`config.mk`:
```
export PLATFORM = sky130hd
export DESIGN_NAME = seven_segment_decoder_flat
export DESIGN_NICKNAME = d
export VERILOG_FILES = /design/src/rtl/seven_segment_decoder_if.sv /design/src/rtl/seven_segment_decoder.sv /design/src/flat_wrapper.sv
export SDC_FILE = /design/constraint.sdc
export NUM_CORES = 1
export LEC_CHECK = 0
export ABC_CLOCK_PERIOD_IN_PS = 6300
export CAP_MARGIN = 20
export CORE_ASPECT_RATIO = 1.2
export CORE_MARGIN = 5
export CORE_UTILIZATION = 55
export CTS_CLUSTER_SIZE = 20
export DETAILED_ROUTE_END_ITERATION = 12
export DONT_BUFFER_PORTS = 1
export PLACE_DENSITY_LB_ADDON = 0.2
export SYNTH_ARGS = -nofsm -noshare
export SYNTH_HDL_FRONTEND = slang
export SYNTH_SLANG_ARGS = --single-unit
export TNS_END_PERCENT = 100
```
`constraint.sdc`:
```
create_clock -name clk -period 6.3 [get_ports clk]
set_input_delay 0.945 -clock clk [delete_from_list [all_inputs] [get_ports clk]]
set_output_delay 0.945 -clock clk [all_outputs]
set_load 0.005 [all_outputs]
```
`src/rtl/seven_segment_decoder_if.sv`:
```
// Segment readback bus: raw segment input, error clear and decoded results.
// The master drives the bus and clear; the slave (decoder) drives results.
interface seven_segment_decoder_if;
    logic [7:0] seg_in;
    logic       err_clr;
    logic       out_valid;
    logic [3:0] out_digit;
    logic       out_dp;
    logic       out_blank;
    logic       out_illegal;
    logic [7:0] err_count;

    modport master (
        output seg_in,
        output err_clr,
        input  out_valid,
        input  out_digit,
        input  out_dp,
        input  out_blank,
        input  out_illegal,
        input  err_count
    );

    modport slave (
        input  seg_in,
        input  err_clr,
        output out_valid,
        output out_digit,
        output out_dp,
        output out_blank,
        output out_illegal,
        output err_count
    );
endinterface

```
`src/rtl/seven_segment_decoder.sv`:
```
// Debounced 7-segment readback decoder: waits for a stable pattern,
// decodes it to a hex digit, pulses on change and counts illegal codes.
module seven_segment_decoder #(
    parameter int unsigned STABLE_CYCLES = 4
) (
    input  logic                    clk,
    input  logic                    rst,
    seven_segment_decoder_if.slave  bus
);

    localparam int unsigned CW = $clog2(STABLE_CYCLES + 1);
    localparam logic [CW-1:0] C_MAX = CW'(STABLE_CYCLES);
    localparam logic [CW-1:0] C_PRE = CW'(STABLE_CYCLES - 1);

    logic [7:0]    r_cand;
    logic [CW-1:0] r_cnt;
    logic [7:0]    r_last;
    logic          r_have_last;
    logic          r_out_valid;
    logic [3:0]    r_out_digit;
    logic          r_out_dp;
    logic          r_out_blank;
    logic          r_out_illegal;
    logic [7:0]    r_err_count;

    logic          w_same;
    logic          w_accept;
    logic          w_new;
    logic [3:0]    w_digit;
    logic          w_blank;
    logic          w_illegal;

    assign w_same   = (bus.seg_in == r_cand);
    assign w_accept = w_same && (r_cnt == C_PRE);
    assign w_new    = w_accept && (!r_have_last || (r_cand != r_last));

    // Decode the candidate's a..g segments; dp plays no part in the digit.
    always_comb begin
        w_digit   = 4'h0;
        w_blank   = 1'b0;
        w_illegal = 1'b0;
        case (r_cand[7:1])
            7'h7E:   w_digit = 4'h0;
            7'h30:   w_digit = 4'h1;
            7'h6D:   w_digit = 4'h2;
            7'h79:   w_digit = 4'h3;
            7'h33:   w_digit = 4'h4;
            7'h5B:   w_digit = 4'h5;
            7'h5F:   w_digit = 4'h6;
            7'h70:   w_digit = 4'h7;
            7'h7F:   w_digit = 4'h8;
            7'h7B:   w_digit = 4'h9;
            7'h77:   w_digit = 4'hA;
            7'h1F:   w_digit = 4'hB;
            7'h4E:   w_digit = 4'hC;
            7'h3D:   w_digit = 4'hD;
            7'h4F:   w_digit = 4'hE;
            7'h47:   w_digit = 4'hF;
            7'h00:   w_blank = 1'b1;
            default: w_illegal = 1'b1;
        endcase
    end

    // Stability counter, acceptance, result registers and error counter.
    always_ff @(posedge clk) begin
        if (rst) begin
            r_cand        <= 8'h00;
            r_cnt         <= '0;
            r_last        <= 8'h00;
            r_have_last   <= 1'b0;
            r_out_valid   <= 1'b0;
            r_out_digit   <= 4'h0;
            r_out_dp      <= 1'b0;
            r_out_blank   <= 1'b0;
            r_out_illegal <= 1'b0;
            r_err_count   <= 8'h00;
        end else begin
            r_out_valid <= 1'b0;
            if (!w_same) begin
                r_cand <= bus.seg_in;
                r_cnt  <= CW'(1);
            end else if (r_cnt < C_MAX) begin
                r_cnt <= r_cnt + CW'(1);
            end
            if (w_new) begin
                r_last        <= r_cand;
                r_have_last   <= 1'b1;
                r_out_valid   <= 1'b1;
                r_out_digit   <= w_digit;
                r_out_dp      <= r_cand[0];
                r_out_blank   <= w_blank;
                r_out_illegal <= w_illegal;
                if (w_illegal && (r_err_count != 8'hFF)) begin
                    r_err_count <= r_err_count + 8'h01;
                end
            end
            // A clear request overrides any increment on the same edge.
            if (bus.err_clr) begin
                r_err_count <= 8'h00;
            end
        end
    end

    assign bus.out_valid   = r_out_valid;
    assign bus.out_digit   = r_out_digit;
    assign bus.out_dp      = r_out_dp;
    assign bus.out_blank   = r_out_blank;
    assign bus.out_illegal = r_out_illegal;
    assign bus.err_count   = r_err_count;

endmodule

```
`src/flat_wrapper.sv`:
```
// flat-port wrapper written by rule: the top's interface ports become plain ports
module seven_segment_decoder_flat 
#(
    parameter int unsigned STABLE_CYCLES = 4
)
  (clk, rst, bus_seg_in, bus_err_clr, bus_out_valid, bus_out_digit, bus_out_dp, bus_out_blank, bus_out_illegal, bus_err_count);
  seven_segment_decoder_if bus_i ();
  input  logic clk;
  input  logic rst;
  input wire logic [$bits(bus_i.seg_in)-1:0] bus_seg_in;
  input wire logic [$bits(bus_i.err_clr)-1:0] bus_err_clr;
  output wire logic [$bits(bus_i.out_valid)-1:0] bus_out_valid;
  output wire logic [$bits(bus_i.out_digit)-1:0] bus_out_digit;
  output wire logic [$bits(bus_i.out_dp)-1:0] bus_out_dp;
  output wire logic [$bits(bus_i.out_blank)-1:0] bus_out_blank;
  output wire logic [$bits(bus_i.out_illegal)-1:0] bus_out_illegal;
  output wire logic [$bits(bus_i.err_count)-1:0] bus_err_count;
  assign bus_i.seg_in = bus_seg_in;
  assign bus_i.err_clr = bus_err_clr;
  assign bus_out_valid = bus_i.out_valid;
  assign bus_out_digit = bus_i.out_digit;
  assign bus_out_dp = bus_i.out_dp;
  assign bus_out_blank = bus_i.out_blank;
  assign bus_out_illegal = bus_i.out_illegal;
  assign bus_err_count = bus_i.err_count;
  seven_segment_decoder #(.STABLE_CYCLES(STABLE_CYCLES)) u_core (.clk(clk), .rst(rst), .bus(bus_i));
endmodule
```
Word-level counts from Yosys, hierarchy flattened
Index checks and enable logic that the tools add are counted.
Widths: inputs -> output; s select.
{"block": "totals", "ff_bits": 36, "input_bits": 11}
{"block": "op_classes", "n_mux": 6, "order_cmp": 1, "reduce_logical": 10, "add_sub_neg": 2, "bitwise": 1, "n_eq_ne": 21}
{"op": "$eq 7x7->1 const B", "n": 12}
{"op": "$pmux 4 s15", "n": 1}
{"op": "$eq 7x6->1 const B", "n": 3}
{"op": "$reduce_or 17->1", "n": 1}
{"op": "$add 8x1->8 const B", "n": 1}
{"op": "$eq 8x8->1", "n": 1}
{"op": "$ne 8x8->1", "n": 1}
{"op": "$ne 8x8->1 const B", "n": 1}
{"op": "$eq 7x5->1 const B", "n": 1}
{"op": "$logic_not 7->1", "n": 1}
{"op": "$mux 1", "n": 5}
{"op": "$reduce_or 2->1", "n": 2}
{"op": "$add 3x1->3 const B", "n": 1}
{"op": "$eq 3x2->1 const B", "n": 1}
{"op": "$logic_and 1x1->1", "n": 3}
{"op": "$lt 3x3->1 const B", "n": 1}
{"op": "$ne 2x2->1 const B", "n": 1}
{"op": "$reduce_and 2->1", "n": 1}
{"op": "$logic_not 1->1", "n": 1}
{"op": "$logic_or 1x1->1", "n": 1}
{"op": "$not 1->1", "n": 1}

Depth between registers and ports, before layout
{"block": "depth", "ltp_word": 5, "ltp_mapped": 9, "mapped_depth_nobuf": 6}

Worst setup path before layout
No wires, ideal clock.
{"block": "synth_path", "kind": "input to register", "from": "in bus_seg_in[3]", "to": "reg u_core.r_err_count[5], in the netlist u_core.bus.err_count[5]", "arrival_ns": 2.437, "cell_stages": 6, "setup_ns": 0.118, "path_slack_ns": 3.745, "n_path_buf": 0, "cell_sequence": "xor2_1 nor4_1 and4_1 nand3_1 or4_4 mux2i_1"}
{"block": "synth_via", "elab_chain_cells": 4}
{"element": "start, declared", "line": "flat_wrapper.sv:10", "text": "input wire logic [$bits(bus_i.seg_in)-1:0] bus_seg_in;"}
{"element": "$eq 8x8->1", "line": "seven_segment_decoder.sv:33", "text": "assign w_same = (bus.seg_in == r_cand);"}
{"element": "$logic_and 1x1->1", "line": "seven_segment_decoder.sv:34", "text": "assign w_accept = w_same && (r_cnt == C_PRE);"}
{"element": "$logic_and 1x1->1", "line": "seven_segment_decoder.sv:35", "text": "assign w_new = w_accept && (!r_have_last || (r_cand != r_last));"}
{"element": "$reduce_and 2->1 (no line)"}
{"element": "end signal, assigned", "line": "seven_segment_decoder.sv:94", "text": "r_err_count <= r_err_count + 8'h01;"}
{"element": "end, declared", "line": "seven_segment_decoder.sv:24", "text": "logic [7:0] r_err_count;"}
No other way between the ends.
A chain may end at the register's enable or synchronous reset.

Worst setup path after layout
{"block": "layout_path", "from": "reg u_core.r_cand[3]", "to": "reg u_core.r_out_digit[2], in the netlist u_core.bus.out_digit[2]"}
{"block": "layout_via", "elab_chain_cells": 3, "elab_cells_between_ends": 21, "cone_classes": "17 x eq/ne; 1 x mux; 3 x reduce/logical"}
{"element": "start, declared", "line": "seven_segment_decoder.sv:15", "text": "logic [7:0] r_cand;"}
{"element": "start signal, assigned", "line": "seven_segment_decoder.sv:80", "text": "r_cand <= bus.seg_in;"}
{"element": "branches (longest 3 deep; another with $pmux 4 s15)"}
{"element": "end signal, assigned", "line": "seven_segment_decoder.sv:89", "text": "r_out_digit <= w_digit;"}
{"element": "end, declared", "line": "seven_segment_decoder.sv:20", "text": "logic [3:0] r_out_digit;"}
Parallel ways; which one is timed is not known.

==> impl_metrics.json <==
{
  "cts_root_buf": "clkbuf_8",
  "ios": 27,
  "startpoint_type": "flip-flop",
  "status": "finished clean",
  "post_cts.repair.setup_buffers": 0,
  "clk_pin_slew_worst_paths_ns": 0.07,
  "firstDrtPassIters": 4,
  "grt_overflow": 0,
  "grt_max_degree": 32,
  "ys_seq_area_frac": 0.374,
  "combPwrFrac": 0.057,
  "p_per_area_nw_per_um2": 220,
  "crit_arrival_ns": 2.93,
  "dr_total_vias": 1522,
  "max_stage_delay_ns": 0.79,
  "clock_path_buffers": 2,
  "hold_buffers": 0,
  "utilization": 0.570,
  "skew_ns": 0.00366,
  "final_cell_mix": "35 x dfxtp_1, 29 x nand2_1, 15 x a21oi_1",
  "clock-sinks": 35,
  "postSynth.asyncResetShare": 0,
  "relSlewSlack": 0.328,
  "yosysWarningCount": 0,
  "path_buf_inv": 0,
  "die_w_microns": 63.3,
  "mostFrequentLayoutCell": "dfxtp_1",
  "wirelength_mm": 3.91,
  "netlist_area_sq_um": 1870,
  "finalCriticalPeriod_ns": 2.74,
  "drtAntennaViolNets": 0,
  "fmax_ghz": 0.365,
  "rsz0062_at_grt": "no",
  "cp_slowest_cell": "nor2_1",
  "htree_levels": 2,
  "synth_edf_count": 0,
  "num-nets-final": 226,
  "power_frac_clock": 0.379,
  "clk_latency_ns": 0.29,
  "antenna_found_initial": 0,
  "grt_pass1_wl_mm": 6.56,
  "die_area_sq_um": 4680,
  "synth_seq_cells": 35,
  "vias_per_cell": 6.09,
  "finalCritPeriodShare": 0.434,
  "cts_buffers": 5,
  "worst_pin_slew_ns": 1.00,
  "setup_viol": 0,
  "hold_violations": 0,
  "ctsResizeCount": 0,
  "grt_pass1_vias": 1451,
  "setup-tns-final_ns": 0,
  "start_util": 0.566,
  "maxCapViolCount": 0,
  "cp_cell_sequence": "xor2_1 -> nor4_1 -> nand4_1 -> nor2_1 -> nor2_1 -> a311oi_1",
  "syn-num-nets": 235,
  "synthDistinctLibCells": 44,
  "drv_slew": 0,
  "place_hpwl_mm": 2.81,
  "fp.dieH_microns": 74.0,
  "leakagePower_nw": 0.682,
  "io_buffers": 0,
  "area_delta_synth_final_pct": 0.601,
  "intPower_w": 0.000312,
  "synthesis.instances": 221,
  "fp-row-count": 23,
  "peakVddDrop_mv": 0.180,
  "crit_family": "simple AND/OR/NAND/NOR gates",
  "cp_data_required_time_ns": 6.50,
  "cts_tree": "built",
  "setup.worst_path.class": "reg2reg",
  "core_area_sq_um": 3310,
  "power_switching_w": 0.000103,
  "ys.flop_type": "dfxtp_1",
  "first_iter_violations": 145,
  "path_common_cell": "nor2_1",
  "synth_area_per_cell_sq_um": 8.48,
  "hold_class": "reg2reg",
  "p_seq_frac": 0.565,
  "endpoint_kind": "flip-flop",
  "antenna_cells": 0,
  "p_sw_frac": 0.249,
  "place.gp.congestion": 0.849,
  "drive_above_1_share": 0.0657,
  "drc": 0,
  "crit_fanout": 16,
  "grt_usage": 0.173,
  "wl_per_cell_microns": 15.6
}
==> cell type report <==
cell class                 count  area, sq um
clock buffer                   5         68.8
clock inverter                 3         15.0
fill                         313         1420
inverter                       5         18.8
multi-input combinational    165         1040
sequential                    35          701
tap                           37         46.3
==> flip-flops by register name (all words and copies together), names as in the netlist <==
register                count
u_core.bus.err_count        8
u_core.r_cand               8
u_core.r_last               8
u_core.bus.out_digit        4
u_core.r_cnt                3
u_core.bus.out_blank        1
u_core.bus.out_illegal      1
u_core.bus.out_valid        1
u_core.r_have_last          1
==> through the flow <==
stage / cells / total power (W) / worst slack (ns) / cell area, sq um / hold slack, ns
detailed placement: 242 / 0.000263 / 3.32 / 1800 / 0.443
floorplan: 221 / 0.000265 / 3.74 / 1870 / 0.432
global placement: 242 / 0.000262 / 3.40 / 1800 / 0.444
finish: 250 / 0.000416 / 3.56 / 1890 / 0.454
global route: 250 / 0.000432 / 3.14 / 1890 / 0.477
CTS: 250 / 0.000418 / 3.55 / 1890 / 0.454
==> power by group through the flow <==
stage | combinational [W] | clock, W | sequential [W]
after CTS | 0.0000236 | 0.000160 | 0.000234
final | 0.0000236 | 0.000157 | 0.000235
after floorplan | 0.0000340 | 0 | 0.000231
after global routing | 0.0000262 | 0.000171 | 0.000235
after detailed placement | 0.0000235 | 0 | 0.000240
after global placement | 0.0000231 | 0 | 0.000239
==> worst paths after layout <==
| check | from | to | slack (ns) | cells after the start |
|---|---|---|---|---|
| worst min-delay path | u_core.r_have_last | u_core.r_have_last | 0.45 | 2 |
| worst max-delay path | u_core.r_cand[3] | u_core.bus.out_digit[2] | 3.56 | 6 |
| worst max register to register | u_core.r_cand[3] | u_core.bus.out_digit[2] | 3.56 | 6 |
| worst min register to register | u_core.r_have_last | u_core.r_have_last | 0.45 | 2 |
==> synth_stat cells (all sizes together) (2+ instances only) <==
cell / count / share of area
dfxtp: 35 / 0.37
nand2: 29 / 0.058
a21oi: 15 / 0.040
nor2: 13 / 0.026
buf: 11 / 0.053
xor2: 10 / 0.047
nor2b: 9 / 0.030
xnor2: 9 / 0.042
nand4: 8 / 0.027
nand3: 7 / 0.019
and3: 6 / 0.020
o21ai: 6 / 0.018
clkbuf: 5 / 0.010
inv: 5 / 0.010
mux2i: 5 / 0.027
or3: 5 / 0.019
a211oi: 4 / 0.016
a31oi: 4 / 0.013
nor4: 4 / 0.013
or4: 4 / 0.018
a311oi: 3 / 0.014
ha: 3 / 0.020
nor3: 3 / 0.0080
and2: 2 / 0.0067
nor4b: 2 / 0.0093
or2: 2 / 0.0067
==> worst register-to-register path, stage by stage, from the launching register on <==
cell	delay [ns]
dfxtp_1	0.74
xor2_1	0.14
nor4_1	0.44
nand4_1	0.19
nor2_1	0.79
nor2_1	0.09
a311oi_1	0.27
==> per-layer routing <==
layer  vias to the layer above  track usage  part of all wire
li1                        764            -                 -
met1                       720        0.197              0.43
met2                        31        0.306              0.51
met3                         7       0.0438             0.050
met4                         0       0.0831             0.013
met5                         -            0                 0
==> cells by family (layout without fill, tap and decap cells) <==
logic type	count (synthesis)	in the layout	synth area share
AND/OR/NAND/NOR	100	100	0.288
AO/OA/AOI/OAI	37	37	0.124
flip-flops	35	35	0.374
buffers and inverters	21	13	0.0734
XOR/XNOR	19	19	0.0888
multiplexers	6	6	0.0327
adder cells (fa/ha/maj)	3	3	0.0200
Note: power is estimated with default switching activity, not from simulation.
